==> config.mk <==
export PLATFORM = sky130hd
export DESIGN_NAME = mitchell_div_pipe
export DESIGN_NICKNAME = d
export VERILOG_FILES = /design/src/rtl/mitchell_pkg.sv /design/src/rtl/mitchell_lod.sv /design/src/rtl/mitchell_div_pipe.sv
export SDC_FILE = /design/constraint.sdc
export NUM_CORES = 1
export LEC_CHECK = 0
export ABC_CLOCK_PERIOD_IN_PS = 6600
export CORE_MARGIN = 2
export CORE_UTILIZATION = 45
export CTS_BUF_LIST = sky130_fd_sc_hd__clkbuf_8
export CTS_CLUSTER_DIAMETER = 80
export DETAILED_ROUTE_END_ITERATION = 6
export SETUP_SLACK_MARGIN = 0.1
export SYNTH_ARGS = -nofsm -noshare
export SYNTH_HDL_FRONTEND = slang
export SYNTH_SLANG_ARGS = --single-unit
==> constraint.sdc <==
create_clock -name clk -period 6.6 [get_ports clk]
set_input_delay 1.32 -clock clk [delete_from_list [all_inputs] [get_ports clk]]
set_output_delay 1.32 -clock clk [all_outputs]
set_load 0.02 [all_outputs]
==> src/rtl/mitchell_pkg.sv <==
// Shared Mitchell-log helpers and default widths.
// Used by the Mitchell divider and multiplier.
package mitchell_pkg;

  localparam int WA_DEF = 17;
  localparam int WB_DEF = 9;

  function automatic int clog(input int n);
    int r;
    r = 0;
    while ((1 << r) < n) r++;
    return r;
  endfunction

  // Index of the most significant set bit; 0 when x is zero.
  function automatic int lod_pos(input logic [31:0] x);
    int p;
    p = 0;
    for (int i = 0; i < 32; i++)
      if (x[i]) p = i;
    return p;
  endfunction

  typedef struct packed {
    logic [clog(WA_DEF)-1:0] k;
    logic [WA_DEF-2:0]       frac;
  } log_t;

endpackage

==> src/rtl/mitchell_lod.sv <==
// Leading-one detect plus mantissa normalise:
// |x| -> characteristic k, FRAC-bit fraction, zero flag.
module mitchell_lod
  import mitchell_pkg::*;
#(
  parameter int W    = WA_DEF,
  parameter int FRAC = WA_DEF - 1,
  parameter int KW   = clog(W)
) (
  input  logic [W-1:0]    i_mag,
  output logic [KW-1:0]   o_k,
  output logic [FRAC-1:0] o_frac,
  output logic            o_zero
);

  logic [KW-1:0]   w_k;
  logic [FRAC-1:0] w_rem;

  // Bit k itself never survives: it is either masked or lies above FRAC.
  always_comb begin
    w_k   = KW'(lod_pos(32'(i_mag)));
    w_rem = FRAC'(i_mag);
    w_rem = w_rem & ~(FRAC'(1) << w_k);
    w_rem = w_rem << (FRAC - int'(w_k));
  end

  assign o_k    = w_k;
  assign o_frac = w_rem;
  assign o_zero = ~|i_mag;

endmodule

==> src/rtl/mitchell_div_pipe.sv <==
// Approximate signed divider, q ~= a/b via Mitchell logs.
// Three compute stages plus output register, one shared enable.
module mitchell_div_pipe
  import mitchell_pkg::*;
#(
  parameter int WA = WA_DEF,
  parameter int WB = WB_DEF
) (
  input  logic          clk,
  input  logic          rst,
  input  logic          in_valid,
  output logic          in_ready,
  input  logic [WA-1:0] a,
  input  logic [WB-1:0] b,
  output logic          out_valid,
  input  logic          out_ready,
  output logic [WA-1:0] q,
  output logic          div_zero,
  output logic          ovf
);

  localparam int FRAC = WA - 1;
  localparam int KA   = clog(WA);
  localparam int KB   = clog(WB);
  localparam int EW   = KA + 2;

  localparam logic [WA-1:0] QMAX = {1'b0, {(WA-1){1'b1}}};
  localparam logic [WA-1:0] QMIN = {1'b1, {(WA-1){1'b0}}};

  typedef struct packed {
    logic            v;
    logic            sign;
    logic            za;
    logic            zb;
    logic [KA-1:0]   ka;
    logic [KB-1:0]   kb;
    logic [FRAC-1:0] fa;
    logic [FRAC-1:0] fb;
  } s1_t;

  typedef struct packed {
    logic          v;
    logic          sign;
    logic          za;
    logic          zb;
    logic [EW-1:0] e;
    logic [FRAC:0] m;
  } s2_t;

  typedef struct packed {
    logic          v;
    logic          sign;
    logic          za;
    logic          zb;
    logic [WA-1:0] qmag;
  } s3_t;

  logic            w_stall;
  logic [WA-1:0]   w_abs_a;
  logic [WB-1:0]   w_abs_b;
  logic [KA-1:0]   w_ka;
  logic [KB-1:0]   w_kb;
  logic [FRAC-1:0] w_fa;
  logic [FRAC-1:0] w_fb;
  logic            w_za;
  logic            w_zb;
  s1_t             w_s1;
  s2_t             w_s2;
  s3_t             w_s3;
  logic [WA-1:0]   w_q;
  logic            w_dz;
  logic            w_ovf;

  s1_t             r_s1;
  s2_t             r_s2;
  s3_t             r_s3;
  logic            r_out_valid;
  logic [WA-1:0]   r_q;
  logic            r_dz;
  logic            r_ovf;

  assign w_stall  = r_out_valid & ~out_ready;
  assign in_ready = ~w_stall;

  // |-2^(WA-1)| wraps to 2^(WA-1), which is correct as unsigned.
  assign w_abs_a = a[WA-1] ? -a : a;
  assign w_abs_b = b[WB-1] ? -b : b;

  mitchell_lod #(
    .W    (WA),
    .FRAC (FRAC),
    .KW   (KA)
  ) u_lod_a (
    .i_mag  (w_abs_a),
    .o_k    (w_ka),
    .o_frac (w_fa),
    .o_zero (w_za)
  );

  mitchell_lod #(
    .W    (WB),
    .FRAC (FRAC),
    .KW   (KB)
  ) u_lod_b (
    .i_mag  (w_abs_b),
    .o_k    (w_kb),
    .o_frac (w_fb),
    .o_zero (w_zb)
  );

  always_comb begin
    w_s1      = '0;
    w_s1.v    = in_valid;
    w_s1.sign = a[WA-1] ^ b[WB-1];
    w_s1.za   = w_za;
    w_s1.zb   = w_zb;
    w_s1.ka   = w_ka;
    w_s1.kb   = w_kb;
    w_s1.fa   = w_fa;
    w_s1.fb   = w_fb;
  end

  // Modular fa-fb under a leading 1 yields 2+fa-fb when fa<fb.
  always_comb begin
    w_s2      = '0;
    w_s2.v    = r_s1.v;
    w_s2.sign = r_s1.sign;
    w_s2.za   = r_s1.za;
    w_s2.zb   = r_s1.zb;
    w_s2.m    = {1'b1, r_s1.fa - r_s1.fb};
    w_s2.e    = EW'(r_s1.ka) - EW'(r_s1.kb)
              - EW'(r_s1.fa < r_s1.fb);
  end

  always_comb begin
    w_s3      = '0;
    w_s3.v    = r_s2.v;
    w_s3.sign = r_s2.sign;
    w_s3.za   = r_s2.za;
    w_s3.zb   = r_s2.zb;
    if (!r_s2.e[EW-1])
      w_s3.qmag = r_s2.m >> (FRAC - int'(r_s2.e));
  end

  // qmag top bit only for |a|=2^(WA-1), |b|=1.
  always_comb begin
    w_q   = '0;
    w_dz  = 1'b0;
    w_ovf = 1'b0;
    if (r_s3.v) begin
      if (r_s3.zb) begin
        w_dz = 1'b1;
      end else if (!r_s3.za) begin
        if (r_s3.qmag[WA-1]) begin
          w_q   = r_s3.sign ? QMIN : QMAX;
          w_ovf = ~r_s3.sign;
        end else begin
          w_q = r_s3.sign ? -r_s3.qmag : r_s3.qmag;
        end
      end
    end
  end

  always_ff @(posedge clk) begin
    if (rst) begin
      r_s1        <= '0;
      r_s2        <= '0;
      r_s3        <= '0;
      r_out_valid <= 1'b0;
      r_q         <= '0;
      r_dz        <= 1'b0;
      r_ovf       <= 1'b0;
    end else if (!w_stall) begin
      r_s1        <= w_s1;
      r_s2        <= w_s2;
      r_s3        <= w_s3;
      r_out_valid <= r_s3.v;
      r_q         <= w_q;
      r_dz        <= w_dz;
      r_ovf       <= w_ovf;
    end
  end

  assign out_valid = r_out_valid;
  assign q         = r_q;
  assign div_zero  = r_dz;
  assign ovf       = r_ovf;

endmodule

# Word level (Yosys, flattened, before mapping)
# Index checks and enable logic that the tools add are counted.
dict set report word_totals {
  input_bits 30
  regBits 114
  wordCells 90
  output_inout_bits 21
}
dict set report op_classes {
  addsub 9
  n_reduce_logical 4
  shift 5
  magnitude_cmp 1
  muxes 39
  n_bitwise 9
}
# cell count
set ops {}
lappend ops {{$mux W17} 8}
lappend ops {{$shl A16 B32 Y16} 2}
lappend ops {{$mux W4} 9}
lappend ops {{$neg A17 Y17} 2}
lappend ops {{$not A16 Y16} 2}
lappend ops {{$shr A17 B32 Y17} 1}
lappend ops {{$mux W3} 8}
lappend ops {{$reduce_or A17 Y1} 1}
lappend ops {{$and A16 B16 Y16} 1}
lappend ops {{$and A9 B16 Y16} 1}
lappend ops {{$lt A16 B16 Y1} 1}
lappend ops {{$shl A1 B4 Y16 const A} 1}
lappend ops {{$shl A1 B5 Y16 const A} 1}
lappend ops {{$sub A16 B16 Y16} 1}
lappend ops {{$mux W9} 1}
lappend ops {{$neg A9 Y9} 1}
lappend ops {{$reduce_or A9 Y1} 1}
lappend ops {{$mux W1} 8}
lappend ops {{$mux W2} 4}
lappend ops {{$sub A5 B7 Y8 const A} 1}
lappend ops {{$sub A6 B2 Y7} 1}
lappend ops {{$sub A5 B4 Y6} 1}
lappend ops {{$sub A5 B4 Y6 const A} 1}
lappend ops {{$sub A5 B5 Y6 const A} 1}
lappend ops {{other kinds (5)} 8}

# Logic depth before layout (Yosys ltp)
dict set report logic_depth {
  depth_word 22
  mapped_depth 20
  ltp_nobuf 20
}

# Cells and area by module
# A second synthesis with hierarchy kept.
dict set report hier_totals {
  cells_unflattened 1128
  area_unflattened_um2 8390.5
}
# mod seq_area_each_um2 cells_per_inst area_each_um2 n_inst
set by_module_without_submodules {}
lappend by_module_without_submodules {mitchell_div_pipe 2282.2 861 6482.5 1}
lappend by_module_without_submodules {{mitchell_lod at u_lod_a} 0.0 174 1286.2 1}
lappend by_module_without_submodules {{mitchell_lod at u_lod_b} 0.0 93 621.8 1}

# Least setup slack after synthesis
# No wires, ideal clock.
dict set report synth_path {
  path_kind {input port to flip-flop}
  startpoint {in a[0]}
  endpoint {reg r_s1[26] in the netlist's numbering}
  setup_ns 0.122
  path_slack_ns 1.286
  arrival_time_ns 5.192
  path_buffers 4
  required_time_ns 6.478
  stages 19
  path_cell_list {clkbuf_1 inv_1 ha_1 buf_4 nor3b_1 clkbuf_1 a2111oi_0 a211oi_1 a21oi_1 o211ai_1 nand2_1 a21oi_1 inv_1 ha_1 ha_1 clkbuf_1 mux2i_1 mux2_2 a221o_1}
}
dict set report synth_between {
  elab_cells_between_ends 23
  classes_between {add/sub: 2; shift: 2; mux: 17; bitwise: 2}
}
# item line
set synth_rtl {}
lappend synth_rtl {{start, declared} mitchell_div_pipe.sv:13} ;# input logic [WA-1:0] a,
lappend synth_rtl {{$neg A17 Y17 *} mitchell_div_pipe.sv:86} ;# assign w_abs_a = a[WA-1] ? -a : a;
lappend synth_rtl {{$mux W17 *} mitchell_div_pipe.sv:86}
lappend synth_rtl {{$mux W2 (2 in series)} mitchell_pkg.sv:20} ;# if (x[i]) p = i;
lappend synth_rtl {{$mux W3 (4 in series)} mitchell_pkg.sv:20}
lappend synth_rtl {{$mux W4 (8 in series)} mitchell_pkg.sv:20}
lappend synth_rtl {{$mux W5 *} mitchell_pkg.sv:20}
lappend synth_rtl {{via u_lod_a.o_k[1]} mitchell_lod.sv:11} ;# output logic [KW-1:0] o_k,
lappend synth_rtl {{branches (longest 3 deep; another with $sub A5 B5 Y6)} n/a}
lappend synth_rtl {{$shl A16 B32 Y16 *} mitchell_lod.sv:24} ;# w_rem = w_rem << (FRAC - int'(w_k));
lappend synth_rtl {{end signal, assigned} mitchell_div_pipe.sv:174} ;# r_s1 <= w_s1;
lappend synth_rtl {{end, declared} mitchell_div_pipe.sv:74} ;# s1_t r_s1;
# Mark *: on every way through the listed nets, which the timed path passes.
# A chain may end at the register's enable or synchronous reset.

# Final worst setup path
dict set report layout_path {
  startpoint {in a[0]}
  endpoint {reg r_s1[30] in the netlist's numbering}
}
# The elaborated chain is that of the path after synthesis.

==> summary.txt <==
Outcome
  • Status: finished, final reports clean

Timing
  • Max-slew violations: 0
  • Worst slew pin tran: 1109 ps
  • Fin crit period: 5921 ps
  • Max Clock Freq: 168.9 MHz
  • Final Skew: 11.53 ps
  • Finish-stage setup viols: 0
  • Worst Hold Slack: 452.3 ps
  • Setup_tns: 0 ps
  • Period utilization: 0.8971
  • Fin. Hold Viols: 0
  • RSZ-0062 raised after global routing: no
  • Rel. slew slack: 0.2552

Synthesis
  • Post-synth EDFFs: 0
  • Post-synthesis net count: 1,180
  • Seq cells post-synth: 114
  • Synth warn: 0
  • Syn avg cell area: 7.768 um2
  • Netlist cell types: 88
  • Primary FF master, synth: dfxtp_1
  • Async SR Flop Fraction: 0
  • Mapped Area: 8607 um2
  • Mapped Cells: 1,108
  • Register area share after synthesis: 0.2652

Cells and area
  • FILL cells: 1,872
  • Commonest non-fill, non-tap cells in the layout: 134 x nand2_1, 114 x dfxtp_1, 105 x a21oi_1, 95 x nor2_1, 62 x o21ai_0
  • Multi-input logic area: 5777 um2
  • Share of layout cells above drive strength 1: 0.09389
  • Final nets: 1,190
  • Commonest non-fill, non-tap cell in the layout: nand2_1
  • FF+latch area: 2282 um2
  • # diodes: 0
  • Area grow syn2layout: 11.66%

Placed design
  • Port Buffer Count: 50
  • RD Place Congestion: 0.9184
  • DP HPWL: 16,910 um

GRT
  • Busiest grt layer: met2
  • Met1 GRT Util: 0.2985
  • Antenna violations before repair: 0
  • Number of global-route vias before repair: 7,341
  • Met2 global-route usage: 0.3888
  • Largest net degree at the start of global routing: 78
  • GRT Total Usage: 0.2287
  • First-pass GRT wire length: 37,610 um
  • Overflow after GRT: 0
  • GR Util met3: 0.03567

Clocking
  • Post-CTS Setup Inserts: 0
  • PostCTS Resize Cnt: 0
  • Clk_lat worst skew: 450 ps
  • CTS tree: done
  • Clock slew at reported path FFs: 70 ps
  • CTS Buffer Depth: 2
  • Root Buffer: clkbuf_8
  • Htree depth: 4
  • CTS Buf Count: 17
  • CTS sink count: 114
  • Post-CTS Hold Fix Bufs: 0

Worst setup path
  • CP Cell Sequence: clkdlybuf4s50_1 -> inv_1 -> ha_1 -> nor3b_1 -> buf_4 -> nand3_1 -> or4_4 -> nand3_1 -> nand2_1 -> a21oi_1 -> inv_1 -> ha_1 -> ha_1 -> clkinv_1 -> mux2i_1 -> mux2_2 -> a221o_1
  • CP Buf/Inv Count: 5
  • CP Class: input port to register
  • Worst setup SP type: input port
  • CP max-delay cell: ha_1
  • Required @ worst endpoint: 6930 ps
  • Most used cell, CP: ha_1
  • CP endpoint kind: register
  • Top delay family on crit path: buffers and inverters
  • Critical Path Fanout Max: 14
  • WP data arrival: 6250 ps
  • Critical Path Max Stage Delay: 620 ps

Worst hold path
  • Hold Crit Class: register to register

Floorplan
  • Starting density of the core: 0.4586
  • Std cell rows: 50
  • Die height: 142.3 um
  • I/O pin total: 51
  • Die X: 142.3 um
  • Die area: 20,250 um2
  • Core footprint: 18,770 um2

Route
  • DR pass1 iterations: 5
  • Initial DRC Count: 522
  • DRC errors left: 0
  • Routed vias/inst: 5.804
  • Total Wirelength: 22,580 um
  • DR vias: 7,911
  • Wire length per cell: 16.56 um
  • Post-DRT Antenna Nets: 0

Flow run
  • Max-cap violation count: 0

Power
  • P_leak: 3.612 nW
  • Max VDD drop: 0.1671 mV
  • Pwr Density: 289.0 nW/um2
==> cells in the mapped netlist, drive strengths merged, types with 15 or more instances <==
library cell	instances	area, um2
clkbuf	51	191.4
xor2	21	191.4
ha	40	500.5
a31oi	16	100.1
nor3	26	130.1
buf	24	143.9
a211oi	21	157.7
a22oi	19	142.6
mux2i	37	374.1
inv	57	216.5
a21oi	105	525.5
xnor2	29	254.0
o31ai	15	131.4
dfxtp	114	2282
nand3	25	125.1
nor2	96	362.8
o21ai	63	315.3
nand2	135	509.2
==> path summary, 6_finish.rpt <==
path	depth (start not counted)	slack [ps]	end	from
worst max-delay path	17	680	r_s1[30]$_SDFFE_PP0N_	a[0]
worst min-delay path	2	450	r_s1[5]$_SDFFE_PP0N_	r_s1[5]$_SDFFE_PP0N_
worst max register to register	19	2740	r_s2[19]$_SDFFE_PP0N_	r_s1[16]$_SDFFE_PP0N_
worst min register to register	2	450	r_s1[5]$_SDFFE_PP0N_	r_s1[5]$_SDFFE_PP0N_
==> stage by stage <==
stage | instance area [um2] | std cells | setup WS [ps] | utilization | total power [mW]
CTS | 9610 | 1363 | 728.2 | 0.5121 | 2.788
global placement | 9188 | 1333 | 376.3 | 0.4895 | 2.070
finish | 9610 | 1363 | 679.0 | 0.5121 | 2.778
global route | 9610 | 1363 | 174.5 | 0.5121 | 2.975
detailed placement | 9188 | 1333 | 287.3 | 0.4895 | 2.074
floorplan | 8607 | 1108 | 1286 | - | 1.806
==> logic make-up (layout without fill, tap and decap cells) <==
family | count (synthesis) | in the layout | synth area share
and+or+nand+nor | 382 | 382 | 0.2134
AOI/OAI and AO/OA | 326 | 326 | 0.2522
buffers and inverters | 133 | 154 | 0.06454
DFF | 114 | 114 | 0.2652
muxes | 61 | 61 | 0.09013
xor gates and xnor gates | 50 | 50 | 0.05175
adders and majority gates | 42 | 42 | 0.06280
==> metal layers <==
metal  wire (um)  vias up
met5           0        -
met4         463        0
met3         683       33
met2       10920      186
met1       10510     3664
li1            -     4028
==> state kept, by name, indices dropped and copies added (netlist names) <==
name / flops
r_s1: 45
out_valid: 1
r_s3: 21
ovf: 1
q: 17
div_zero: 1
r_s2: 28
==> report_power, final <==
group | switching (mW) | internal (mW)
Combinational | 0.703 | 0.503
Clock | 0.296 | 0.407
Sequential | 0.0886 | 0.779
==> area by class of cell <==
class	count	area share
multi-input cells	861	0.6011
flip-flops and latches	114	0.2375
inverters	58	0.02291
clock inverters	13	0.01966
clock buffers	17	0.02435
well taps	234	0.03046
repair buffers	66	0.06405
==> worst register-to-register path: cells and delay by family, from the launching register on <==
family / cells / cell delay (ps)
flops: 1 / 340
simple gates: 3 / 550
buf+inv: 1 / 50
compound gates: 11 / 1900
fa+ha+maj: 4 / 970
Note: power is estimated with default switching activity, not from simulation.
